### src/rtl/dcache_port_arbiter.sv
// Round-robin arbiter sharing the single Dcache request port between two
// requesters, with one transaction in flight and a per-transaction watchdog.
module dcache_port_arbiter #(
  parameter int unsigned TIMEOUT = 64,
  parameter int unsigned ADDR_W  = 32
) (
  input  logic              clk,
  input  logic              rst,
  input  logic              m0_req_i,
  input  logic              m0_we_i,
  input  logic [ADDR_W-1:0] m0_addr_i,
  input  logic [31:0]       m0_wdata_i,
  input  logic [3:0]        m0_sel_i,
  output logic              m0_ack_o,
  output logic              m0_err_o,
  output logic [31:0]       m0_rdata_o,
  input  logic              m1_req_i,
  input  logic              m1_we_i,
  input  logic [ADDR_W-1:0] m1_addr_i,
  input  logic [31:0]       m1_wdata_i,
  input  logic [3:0]        m1_sel_i,
  output logic              m1_ack_o,
  output logic              m1_err_o,
  output logic [31:0]       m1_rdata_o,
  input  logic [31:0]       dcache_data_i,
  input  logic              dcache_ready_i,
  output logic [ADDR_W-1:0] dcache_raddr_o,
  output logic [ADDR_W-1:0] dcache_waddr_o,
  output logic [31:0]       dcache_wdata_o,
  output logic              dcache_rreq_o,
  output logic              dcache_wreq_o,
  output logic [3:0]        dcache_sel_o,
  output logic              busy_o,
  output logic              gnt_id_o
);

  localparam int unsigned CNT_W = 8;
  localparam logic [CNT_W-1:0] CNT_LAST = CNT_W'(TIMEOUT - 1);

  typedef enum logic [1:0] {IDLE, BUSY, RESP} state_t;

  state_t            state;
  logic [CNT_W-1:0]  cnt;
  logic              last_grant;
  logic              cur_we;

  logic              win;
  logic              win_we;
  logic [ADDR_W-1:0] win_addr;
  logic [31:0]       win_wdata;
  logic [3:0]        win_sel;
  logic              done;
  logic [31:0]       done_rdata;
  logic              done_err;

  // Winner selection: a lone requester wins, a tie goes to the port not served last
  always_comb begin
    win       = m1_req_i;
    if (m0_req_i && m1_req_i) win = ~last_grant;
    win_we    = win ? m1_we_i    : m0_we_i;
    win_addr  = win ? m1_addr_i  : m0_addr_i;
    win_wdata = win ? m1_wdata_i : m0_wdata_i;
    win_sel   = win ? m1_sel_i   : m0_sel_i;
  end

  // Completion: Dcache ready beats the watchdog when both happen in one cycle
  always_comb begin
    done       = dcache_ready_i || (cnt == CNT_LAST);
    done_err   = ~dcache_ready_i;
    done_rdata = '0;
    if (dcache_ready_i && !cur_we) done_rdata = dcache_data_i;
  end

  always_ff @(posedge clk or posedge rst) begin
    if (rst) begin
      state          <= IDLE;
      cnt            <= '0;
      last_grant     <= 1'b1;
      cur_we         <= 1'b0;
      m0_ack_o       <= 1'b0;
      m0_err_o       <= 1'b0;
      m0_rdata_o     <= '0;
      m1_ack_o       <= 1'b0;
      m1_err_o       <= 1'b0;
      m1_rdata_o     <= '0;
      dcache_raddr_o <= '0;
      dcache_waddr_o <= '0;
      dcache_wdata_o <= '0;
      dcache_rreq_o  <= 1'b0;
      dcache_wreq_o  <= 1'b0;
      dcache_sel_o   <= '0;
      busy_o         <= 1'b0;
      gnt_id_o       <= 1'b0;
    end else begin
      m0_ack_o <= 1'b0;
      m1_ack_o <= 1'b0;
      case (state)
        IDLE: begin
          if (m0_req_i || m1_req_i) begin
            state          <= BUSY;
            busy_o         <= 1'b1;
            cnt            <= '0;
            last_grant     <= win;
            gnt_id_o       <= win;
            cur_we         <= win_we;
            dcache_raddr_o <= win_addr;
            dcache_waddr_o <= win_addr;
            dcache_wdata_o <= win_we ? win_wdata : 32'h0;
            dcache_sel_o   <= win_sel;
            dcache_rreq_o  <= ~win_we;
            dcache_wreq_o  <= win_we;
          end
        end
        BUSY: begin
          if (done) begin
            state         <= RESP;
            dcache_rreq_o <= 1'b0;
            dcache_wreq_o <= 1'b0;
            if (gnt_id_o) begin
              m1_ack_o   <= 1'b1;
              m1_err_o   <= done_err;
              m1_rdata_o <= done_rdata;
            end else begin
              m0_ack_o   <= 1'b1;
              m0_err_o   <= done_err;
              m0_rdata_o <= done_rdata;
            end
          end else begin
            cnt <= cnt + 1'b1;
          end
        end
        RESP: begin
          state  <= IDLE;
          busy_o <= 1'b0;
        end
        default: begin
          state  <= IDLE;
          busy_o <= 1'b0;
        end
      endcase
    end
  end

endmodule

### config.mk
export PLATFORM = sky130hd
export DESIGN_NAME = dcache_port_arbiter
export DESIGN_NICKNAME = d
export VERILOG_FILES = /design/src/rtl/dcache_port_arbiter.sv
export SDC_FILE = /design/constraint.sdc
export NUM_CORES = 1
export LEC_CHECK = 0
export ABC_AREA = 1
export BUFFER_PORTS_ARGS = -buffer_cell sky130_fd_sc_hd__clkbuf_2
export CORE_AREA = 2 2 136 138
export CTS_CLUSTER_SIZE = 30
export DETAILED_ROUTE_END_ITERATION = 10
export DIE_AREA = 0 0 138 140
export GPL_TIMING_DRIVEN = 0
export HOLD_SLACK_MARGIN = 0.03
export PLACE_DENSITY = 0.71
export SETUP_SLACK_MARGIN = 0.15
export SKIP_CTS_REPAIR_TIMING = 1
export SLEW_MARGIN = 25
export SYNTH_ARGS = -nofsm -noshare
export SYNTH_HDL_FRONTEND = slang
export SYNTH_SLANG_ARGS = --single-unit
export TNS_END_PERCENT = 10
### constraint.sdc
create_clock -name clk -period 6.9 [get_ports clk]
set_clock_uncertainty 0.05 [all_clocks]
set_input_delay 1.035 -clock clk [delete_from_list [all_inputs] [get_ports clk]]
set_output_delay 1.035 -clock clk [all_outputs]
set_load 0.01 [all_outputs]
# Word level (Yosys, flattened, before mapping)
# Cells that the tools add are included.
# Widths: inputs -> output; s select.
# op_classes
multipliers	0
bitwise	5
n_eq_ne	5
mux	26
add_sub_neg	1
order_cmp	0
div	0
shifts	0
n_reduce_logical	14
# op_table
cell	n
$mux 32	4
$mux 8	2
$pmux 8 s2	1
$mux 1	12
$reduce_and 3->1	4
$add 8x1->8 const B	1
$eq 8x6->1 const B	1
$ne 2x2->1 const B	3
$pmux 1 s2	3
$reduce_and 2->1	3
$not 1->1	5
$mux 2	2
$mux 4	1
$pmux 2 s2	1
$eq 2x1->1 const B	1
$logic_and 1x1->1	2
$logic_not 2->1	1
$logic_or 1x1->1	2
$reduce_bool 2->1	1
$logic_not 1->1	1
# word_totals
mem_count	0
output_inout_bits	172
latchBits	0
mem_bits_ro	0
ramBits	0
register_bits	152

# Depth between registers and ports, before layout
# depth
depth_word	6
ltp_mapped	9
mapped_depth_nobuf	8

# Least setup slack after synthesis
# Ideal clock, no wire load.
# synth_path
kind	input to register
start	input m0_req_i
end	register dcache_wdata_o[0]
path_buffers	1
path_stages	7
arrival_time_ns	1.866
path_slack_ns	4.868
cell_sequence	nand2_1 nand2_1 o21ai_0 nor2_4 buf_2 nand2_1 nand2_1
# synth_via
elab_chain_cells	4
elab_cells_between_ends	7
classes_between	mux (4); reduce/logical (3)
# synth_rtl
item	line	source
start: declaration	9	input logic m0_req_i,
$logic_and 1x1->1	59	if (m0_req_i && m1_req_i) win = ~last_grant;
$mux 1	59	
$mux 32 / $mux 1 (equally long branches)	62, 60	
$mux 32	108	dcache_wdata_o <= win_we ? win_wdata : 32'h0;
end signal: assignment	108	
end: declaration	29	output logic [31:0] dcache_wdata_o,
# Several ways; a longest one is shown, not always the timed one.
# A chain may end at the register's enable or synchronous reset.

# Worst setup path in the final report
# layout_path
start	register dcache_waddr_o[28]
end	output dcache_waddr_o[28]
# layout_rtl
item	line	source
start: declaration	28	output logic [ADDR_W-1:0] dcache_waddr_o,
start signal: assignment	107	dcache_waddr_o <= win_addr;
# No word-level cell between the ends.

==> impl_metrics.json <==
{
  "cts_buffers": 17,
  "synth_sequential_area_ratio_pct": 51.9,
  "instances_no_fill": 1555,
  "area_growth_pct": 37.2,
  "timing.hold.ws_ns": 0.423,
  "max_slew_margin_pct": 61.1,
  "final_critical_path_share_of_the_clock_period_pct": 32.3,
  "setup_viol": 0,
  "post_synth_num_cell_types": 25,
  "clock_insertion_delay_worst_skew_ns": 0.42,
  "placeableCoreArea_um2": 17800,
  "synthTopCellsByArea": "dfrtp_1 52%, nand2_1 21%, nand4_1 5.6%",
  "hold_violation_count_in_the_final_report": 0,
  "syn-mean-instance-area_um2": 7.75,
  "clock_tree.buffer_depth": 2,
  "synth_top_flop_cell": "dfrtp_1",
  "fmax_mhz": 449,
  "grtUsageTotal_pct": 25.7,
  "tightestPinTransition_ns": 0.584,
  "async_flop_share_pct": 100,
  "syn_nets": 1121,
  "slew_violations": 0,
  "synth_seq_cells": 152,
  "place_hpwl_um": 19100,
  "critPathArrivalTime_ns": 1.14,
  "pwr_density_cell_nw_per_um2": 428,
  "critPathRequiredTime_ns": 5.81,
  "synth-edff-count": 0,
  "fin_crit_ns": 2.23,
  "critPathKind": "flop to output port",
  "place.detailed.instances": 1521,
  "r2r_setup_slack_ns": 4.93,
  "cts_root_buffer": "clkbuf_16",
  "drt_pass1_iterations": 5,
  "standby_leakage_power_nw": 5.95,
  "worstSetupStartpoint": "dcache_waddr_o[28]",
  "layout_cells_sized_above_1_pct": 34.0,
  "place_congestion": 0.918,
  "fillers": 1688,
  "rsz0062_at_grt": "false",
  "postSynthCellCount": 945,
  "setup_slack_ns": 4.67,
  "io-pin-count": 347,
  "place.port_buffers": 346,
  "register_area_um2": 3800,
  "cts.clk_slew.worst_paths_ns": 0.06,
  "number_of_nets_with_antenna_violations_after_routing": 0,
  "synth_warnings": 0,
  "fin_setup_tns_ns": 0,
  "grt_max_degree": 98,
  "first_pass_grt_wire_length_um": 39400,
  "tritoncts_clock_tree": "done",
  "grt_pass1_vias": 7385,
  "worst_r2r_path_depth": 9,
  "crit_path_start_kind": "flop",
  "drt_iter0_markers": 363,
  "htree_levels": 4,
  "leading_cell_types_by_count_after_synthesis": "401 x nand2_1, 151 x dfrtp_1, 80 x nor2_1",
  "route.detailed.drc": 0,
  "multi_input_comb_area_um2": 2810,
  "routed_via_density": 4.83,
  "num_rows": 49,
  "synthDominantCellAreaShare_pct": 51.6,
  "synthesis.area_um2": 7320,
  "dp_worst_setup_slack_ns": 4.31,
  "synthDominantAreaCellType": "dfrtp_1",
  "initial_core_util_pct": 41.2,
  "die-height_um": 140,
  "wire_per_inst_um": 16.1,
  "clkSinkCount": 152,
  "fp.dieArea_um2": 19300,
  "fp.dieW_um": 138,
  "grt_antenna_before_repair": 2,
  "setup.worst_path.end": "dcache_waddr_o[28]",
  "status": "complete, no violations",
  "crit_fanout": 3,
  "route.final.wire_length_um": 25000,
  "r2r_start": "last_grant",
  "worstSetupEndpointType": "output port",
  "reg2reg_to": "dcache_wdata_o[10]",
  "max_cap_violations": 0,
  "holdCritPathClass": "flop to flop",
  "nets_finish": 1487,
  "final_util_pct": 56.5,
  "post-synth-top-count-cell": "nand2_1",
  "num_vias": 7508,
  "max-vdd-ir-drop_mv": 0.225,
  "grt.overflow.total": 0,
  "hold_depth": 2
}
-- power by group --
part | switching (mW) | leakage (nW) | internal (mW)
sequential | 0.248 | 1.97 | 1.24
clock | 0.379 | 0.323 | 0.672
combinational | 1.09 | 3.65 | 0.678
total | 1.72 | 5.95 | 2.59
-- worst min path at each step --
stage	startpoint	slack [ns]	endpoint
6_report	m1_rdata_o[16]	0.42	m1_rdata_o[16]
5_1_grt	m1_rdata_o[16]	0.44	m1_rdata_o[16]
4_1_cts	m1_rdata_o[5]	0.42	m1_rdata_o[5]
3_5_place_dp	m1_rdata_o[5]	0.41	m1_rdata_o[5]
3_3_place_gp	m1_err_o	0.40	m1_err_o
2_1_floorplan	last_grant	0.39	last_grant
-- sequential cells by signal, indices dropped and copies added (netlist names) --
register        count
cur_we              1
dcache_sel_o        4
m0_rdata_o         32
busy_o              1
state               2
dcache_waddr_o     32
dcache_wreq_o       1
gnt_id_o            1
dcache_wdata_o     32
m0_ack_o            1
last_grant          1
m1_ack_o            1
m1_rdata_o         32
cnt                 8
m0_err_o            1
m1_err_o            1
dcache_rreq_o       1
-- routing by layer --
layer  vias up  wire length [um]  global-route usage, %
met5         -                 0                      0
li1       3703                 -                      -
met4         0               647                   9.13
met3        43              1890                   7.18
met1      3468             10000                   31.5
met2       294             12400                   43.9
-- placed cells by master (no fill, tap or decap), types with 2 or more instances in the layout --
cell type  count
nand3_1       14
nand2_1      401
clkbuf_8       3
buf_2         24
clkbuf_2     346
o21ai_0       75
o21bai_1       2
bufinv_16      5
buf_4         32
dfrtp_1      151
clkbuf_16     17
clkinv_4       3
nor2_4         2
inv_1         48
diode_2        2
clkinv_2       2
clkbuf_1      27
nand4_1       66
nor2_1        80
nand3_2        4
buf_6          4
buf_1          5
-- per-stage QoR --
stage / power, mW / cell area, um2
2_1_floorplan: 2.47 / 7320
3_3_place_gp: 3.23 / 9340
3_5_place_dp: 3.27 / 9380
4_1_cts: 4.33 / 10000
5_1_grt: 4.59 / 10000
6_report: 4.30 / 10000
-- worst max-delay path, stage by stage (launching register included) --
cell,delay [ns]
dfrtp_1,0.44
buf_4,0.16
clkbuf_2,0.12
-- cell type report --
cell class | instances | area share [%]
clock inverters | 11 | 1.93
well taps | 229 | 2.85
plain buffers | 91 | 5.19
flip-flops and latches | 152 | 37.9
inverters | 51 | 1.98
multi-input cells | 651 | 27.9
diodes | 2 | 0.0498
clock buffers | 21 | 4.68
repair buffers | 347 | 17.5
-- cell families after synthesis --
family / Yosys count / synth area share, %
adder cells (fa/ha/maj): 1 / 0.171
buffers and inverters: 142 / 9.74
XOR/XNOR: 1 / 0.120
AO/OA/AOI/OAI: 77 / 5.33
AND/OR/NAND/NOR: 572 / 32.7
flip-flops: 152 / 51.9
(Power assumes the default switching activity.)
